[src/rtl/uart_receiver.sv]
// rtl/uart_receiver.sv - 16x-oversampling UART receiver; even parity check enabled by `define UART_RX_PARITY_EN
module uart_receiver #(
    parameter int DBITS   = 8,
    parameter int SB_TICK = 16
) (
    input  logic             clk_100MHz,
    input  logic             reset,
    input  logic             s_tick,
    input  logic             rx,
    output logic [DBITS-1:0] dout,
    output logic             rx_done_tick,
    output logic             frame_err,
    output logic             parity_err
);
    localparam int SW = (SB_TICK > 16) ? $clog2(SB_TICK) : 4;
    localparam logic [SW-1:0] S_MID  = SW'(7);
    localparam logic [SW-1:0] S_BIT  = SW'(15);
    localparam logic [SW-1:0] S_STOP = SW'(SB_TICK - 1);
    localparam logic [2:0]    N_LAST = 3'(DBITS - 1);

`ifdef UART_RX_PARITY_EN
    typedef enum logic [2:0] {IDLE, START, DATA, PARITY, STOP} state_t;
`else
    typedef enum logic [2:0] {IDLE, START, DATA, STOP} state_t;
`endif

    state_t           state, state_next;
    logic [SW-1:0]    s, s_next;
    logic [2:0]       n, n_next;
    logic [DBITS-1:0] b, b_next;
    logic [DBITS-1:0] dout_next;
    logic             fe_next, done_next;
    logic             rx_meta, rx_s, rx_prev;

    // rx_prev turns the IDLE start condition into a falling edge, so a line stuck low never retriggers
    always_ff @(posedge clk_100MHz or negedge reset) begin
        if (!reset) begin
            rx_meta <= 1'b1;
            rx_s    <= 1'b1;
            rx_prev <= 1'b1;
        end else begin
            rx_meta <= rx;
            rx_s    <= rx_meta;
            rx_prev <= rx_s;
        end
    end

`ifdef UART_RX_PARITY_EN
    logic p, p_next, pe_next;
`else
    assign parity_err = 1'b0;
`endif

    always_ff @(posedge clk_100MHz or negedge reset) begin
        if (!reset) begin
            state        <= IDLE;
            s            <= '0;
            n            <= '0;
            b            <= '0;
            dout         <= '0;
            frame_err    <= 1'b0;
            rx_done_tick <= 1'b0;
`ifdef UART_RX_PARITY_EN
            p            <= 1'b0;
            parity_err   <= 1'b0;
`endif
        end else begin
            state        <= state_next;
            s            <= s_next;
            n            <= n_next;
            b            <= b_next;
            dout         <= dout_next;
            frame_err    <= fe_next;
            rx_done_tick <= done_next;
`ifdef UART_RX_PARITY_EN
            p            <= p_next;
            parity_err   <= pe_next;
`endif
        end
    end

    always_comb begin
        state_next = state;
        s_next     = s;
        n_next     = n;
        b_next     = b;
        dout_next  = dout;
        fe_next    = frame_err;
        done_next  = 1'b0;
`ifdef UART_RX_PARITY_EN
        p_next     = p;
        pe_next    = parity_err;
`endif
        case (state)
            IDLE: begin
                if (rx_prev && !rx_s) begin
                    state_next = START;
                    s_next     = '0;
                end
            end
            START: begin
                if (s_tick) begin
                    if (s == S_MID) begin
                        if (!rx_s) begin
                            state_next = DATA;
                            s_next     = '0;
                            n_next     = '0;
                        end else begin
                            state_next = IDLE;
                        end
                    end else begin
                        s_next = s + 1'b1;
                    end
                end
            end
            DATA: begin
                if (s_tick) begin
                    if (s == S_BIT) begin
                        s_next = '0;
                        b_next = {rx_s, b[DBITS-1:1]};
                        if (n == N_LAST) begin
`ifdef UART_RX_PARITY_EN
                            state_next = PARITY;
`else
                            state_next = STOP;
`endif
                        end else begin
                            n_next = n + 1'b1;
                        end
                    end else begin
                        s_next = s + 1'b1;
                    end
                end
            end
`ifdef UART_RX_PARITY_EN
            PARITY: begin
                if (s_tick) begin
                    if (s == S_BIT) begin
                        p_next     = rx_s;
                        s_next     = '0;
                        state_next = STOP;
                    end else begin
                        s_next = s + 1'b1;
                    end
                end
            end
`endif
            STOP: begin
                if (s_tick) begin
                    if (s == S_STOP) begin
                        dout_next  = b;
                        fe_next    = ~rx_s;
                        done_next  = 1'b1;
                        state_next = IDLE;
`ifdef UART_RX_PARITY_EN
                        pe_next    = (^b) ^ p;
`endif
                    end else begin
                        s_next = s + 1'b1;
                    end
                end
            end
            default: state_next = IDLE;
        endcase
    end
endmodule
[config.mk]
export PLATFORM = sky130hd
export DESIGN_NAME = uart_receiver
export DESIGN_NICKNAME = d
export VERILOG_FILES = /design/src/rtl/uart_receiver.sv
export SDC_FILE = /design/constraint.sdc
export NUM_CORES = 1
export LEC_CHECK = 0
export CAP_MARGIN = 40
export CELL_PAD_IN_SITES_DETAIL_PLACEMENT = 0
export CELL_PAD_IN_SITES_GLOBAL_PLACEMENT = 2
export CORE_UTILIZATION = 34
export CTS_CLUSTER_SIZE = 16
export DETAILED_ROUTE_END_ITERATION = 7
export GPL_TIMING_DRIVEN = 0
export PLACE_DENSITY = 0.84
export RECOVER_POWER = 100
export SLEW_MARGIN = 25
export SYNTH_ARGS = -nofsm -noshare
export SYNTH_HDL_FRONTEND = slang
export SYNTH_SLANG_ARGS = --single-unit
[constraint.sdc]
create_clock -name clk_100MHz -period 1.8 [get_ports clk_100MHz]
set_input_delay 0.54 -clock clk_100MHz [delete_from_list [all_inputs] [get_ports clk_100MHz]]
set_output_delay 0.54 -clock clk_100MHz [all_outputs]
set_load 0.01 [all_outputs]
==> impl_results.md <==
- Run status: finished, final reports clean
- Clock insertion delay at the later pin of the skew report: between 0.2 and 0.3 ns
- Post-Synthesis Net Count: between 100 and 150
- Final wirelength: between 2000 and 3000 um
- Setup-failing EPs final: 0
- Tcrit/Tclk final: a little over nine tenths
- Number of global-route vias before repair: ~890
- HPWL after detailed placement: ~1800 um
- Number of synthesis warnings: 0
- Hold Violations, Final: 0
- Commonest non-fill, non-tap cells in the layout: 27 x dfrtp_1, 19 x mux2_2, 11 x clkdlybuf4s50_1
- Area of the die: roughly 0.0044 mm^2
- Syn-to-layout area delta: 23.0%
- Wire length of the first global-routing pass: approximately 4300 um
- Top layer used by detailed routing: met4
- Diode insertion count for antenna repair: 0
- H-Tree Level Count: 2
- Worst slew pin tran: ~0.73 ns
- Post-synthesis instance area: ~0.0014 mm^2
- P per Cell Area: approximately 1200 mW/mm^2
- Routed length per instance: between 10 and 15 um
- Net count, final: 140
- Final Slew Violations: 0
- Post-Place Cells: 174
- Register area: roughly 750 um^2
- Pre-CTS setup slack: -0.336 ns
- Start of the worst register-to-register path: s[0]$_DFFE_PN0P_
- Vias: 939
- Via density: slightly above 5
- Static leakage power: 0.795 nW
- Part of the Yosys area used for sequential elements: 53.4%
- Core outline area: about 0.004 mm^2
- Placement Cell Area: around 0.0016 mm^2
- Starting utilization of the core area: between 30% and 40%
- Crit path capture type: register
- Detailed-routed wire length on met3: 91 um
- Number of hold buffers added after CTS: 0
- DRT met1 WL: approximately 1200 um
- Iteration count of the initial detailed-routing pass: 4
- Non-filler instance count after layout: ~180
- Smallest setup slack after layout: ~0.084 ns
- GP Congestion: roughly 0.83
- Most common cell after layout, fill and taps aside: dfrtp_1
- Netlist cell types: 37
- Type of the worst min-delay path: in2async
- Met2 layer wire length in the routed design: about 1200 um
- Footprint of the multi-input gates: between 600 and 700 um^2
- Crit Path Max Fanout: 8
- Clock-pin slew of the registers on the worst-case setup and hold paths: approximately 0.070 ns
- Antenna-violating nets left: 0
- Maximum clock path buffer count: 2
- Nature of the critical path startpoint: register
- Port buffer count: 13
- Total gr overflow: 0
- Worst hold slack after final layout: 0.311 ns
- Startpoint-to-endpoint class of the critical path: reg2reg
- Filler Cell Count: 396
- Clock tree from TritonCTS: yes
- Req. time, crit path: 1.96 ns
- Arrival time reported for the critical path endpoint: roughly 1.9 ns
- Antenna violations before repair: 0
- Clock sink count: 30
- Die extent in x: between 60 and 70 um
- Row count: 23
- Register-to-Register Setup Slack: ~0.084 ns
- Peak supply drop: approximately 0.42 mV
- Fin crit period: 1.72 ns
- Setup Skew: between 0.003 and 0.004 ns
- End point of the critical path: b[5]$_DFFE_PN0P_
- Maximum clock frequency: between 0.5 and 0.6 GHz
- Die span in y: ~66 um
- Number of I/O pins: 15
- Worst-case headroom to the max-slew limit: 51.2%
- Initial DRC Count: 35
- MaxCap Viol Count: 0
- Synthesized netlist cell count: approximately 110
- Total power after layout: 0.00205 W
- Remaining DRCs: 0
- Ratio of cells with drive above 1 in the final layout: about a third
- Pin count of the biggest net entering global routing: 31
- Combined global-route utilization of all metal layers: around an eighth
- Critical path launch point: s[0]$_DFFE_PN0P_
- Worst R2R End: b[5]$_DFFE_PN0P_
- RSZ-0062 raised after global routing: false
- Seq cells post-synth: 30
- Final instance area: between 0.0015 and 0.002 mm^2
- CTS buffer count: 5
- Avg Inst Size Synth: 12.7 um^2
- Depth of the worst register-to-register path: 6
- Clk Tree Root Cell: clkbuf_8
[routing by layer]
metal	vias to the layer above	GRT usage, %
met5	-	0
li1	452	-
met3	4	5.14
met2	18	19.8
met4	0	5.59
met1	465	17.2
[sequential cells by signal, indices dropped and copies added (netlist names)]
name,flops
b,8
dout,8
s,4
n,3
state,2
frame_err,1
rx_done_tick,1
rx_meta,1
rx_prev,1
rx_s,1
[cell usage after synthesis, drive strengths merged]
cell | number | area, um^2
nor4b | 1 | 15.0
mux2 | 19 | 214
buf | 6 | 53.8
and4 | 1 | 8.76
nand2 | 1 | 3.75
nor2 | 4 | 15.0
o41a | 1 | 11.3
nand3b | 1 | 7.51
o31ai | 1 | 7.51
nor2b | 2 | 12.5
o21ai | 5 | 25.0
o22a | 1 | 8.76
and2 | 1 | 6.26
nor3b | 3 | 22.5
and3b | 2 | 17.5
a21oi | 5 | 25.0
dfstp | 3 | 78.8
and3 | 1 | 6.26
o41ai | 1 | 16.3
a2111oi | 1 | 15.0
dfrtp | 27 | 676
conb | 1 | 3.75
and4b | 1 | 10.0
nand3 | 6 | 30.0
o221ai | 1 | 8.76
ha | 3 | 37.5
clkbuf | 2 | 7.51
mux2i | 1 | 10.0
a221oi | 1 | 8.76
a21o | 2 | 15.0
nor4 | 1 | 6.26
inv | 3 | 11.3
o31a | 1 | 8.76
a22o | 1 | 8.76
[where the power goes]
group / internal [W] / switching [W] / total (W)
clock network: 0.000307 / 0.000253 / 0.000560
registers: 0.000760 / 0.0000755 / 0.000836
logic: 0.000308 / 0.000344 / 0.000653
[worst max-delay path: stages (launching register included)]
cell,delay [ns]
dfrtp_1,0.41
ha_4,0.19
nand2_1,0.10
nor2_2,0.17
and4b_1,0.21
buf_4,0.17
mux2_2,0.35
[kinds of logic after synthesis]
kind of cell               Yosys count  share of synthesized area (%)
AOI/OAI and AO/OA                   21                           11.2
adders and majority gates            3                           2.66
buffers and inverters               11                           5.14
DFF                                 30                           53.4
muxes                               20                           15.9
other                                1                          0.265
and+or+nand+nor                     25                           11.4
[what timing repair did]
| action | in CTS | in global routing |
|---|---|---|
| buffers inserted | 1 | 1 |
| resized for setup | 3 | 3 |
| endpoints found under the setup margin | 18 | 19 |
[cell type report]
class,instances,share of cell area (%)
Buffer,8,3.53
Clock buffer,6,4.75
Clock inverter,2,0.720
Inverter,3,0.648
Multi-Input combinational cell,70,35.3
Sequential cell,30,43.4
Tap cell,50,3.60
Timing Repair Buffer,15,8.06
[how the worst min path moves through the flow]
| stage | from | endpoint | slack, ns | cells after the start |
|---|---|---|---|---|
| 4_1_cts | reset | s[0]$_DFFE_PN0P_ | 0.31 | 1 |
| 5_1_grt | reset | state[0]$_DFFE_PN0P_ | 0.37 | 1 |
| 6_report | reset | s[0]$_DFFE_PN0P_ | 0.31 | 1 |
| 2_1_floorplan | reset | b[0]$_DFFE_PN0P_ | 0.24 | 0 |
| 3_3_place_gp | rx_meta$_DFF_PN1_ | rx_s$_DFF_PN1_ | 0.35 | 0 |
| 3_5_place_dp | rx_meta$_DFF_PN1_ | rx_s$_DFF_PN1_ | 0.35 | 0 |
[per-stage QoR]
stage,util (%),TNS (ns)
2_1_floorplan,-,0
4_1_cts,42.7,0
5_1_grt,43.4,0
3_5_place_dp,40.0,-3.97
6_report,43.4,0
3_3_place_gp,40.1,-11.99
Power figures use the tool's default switching activity.
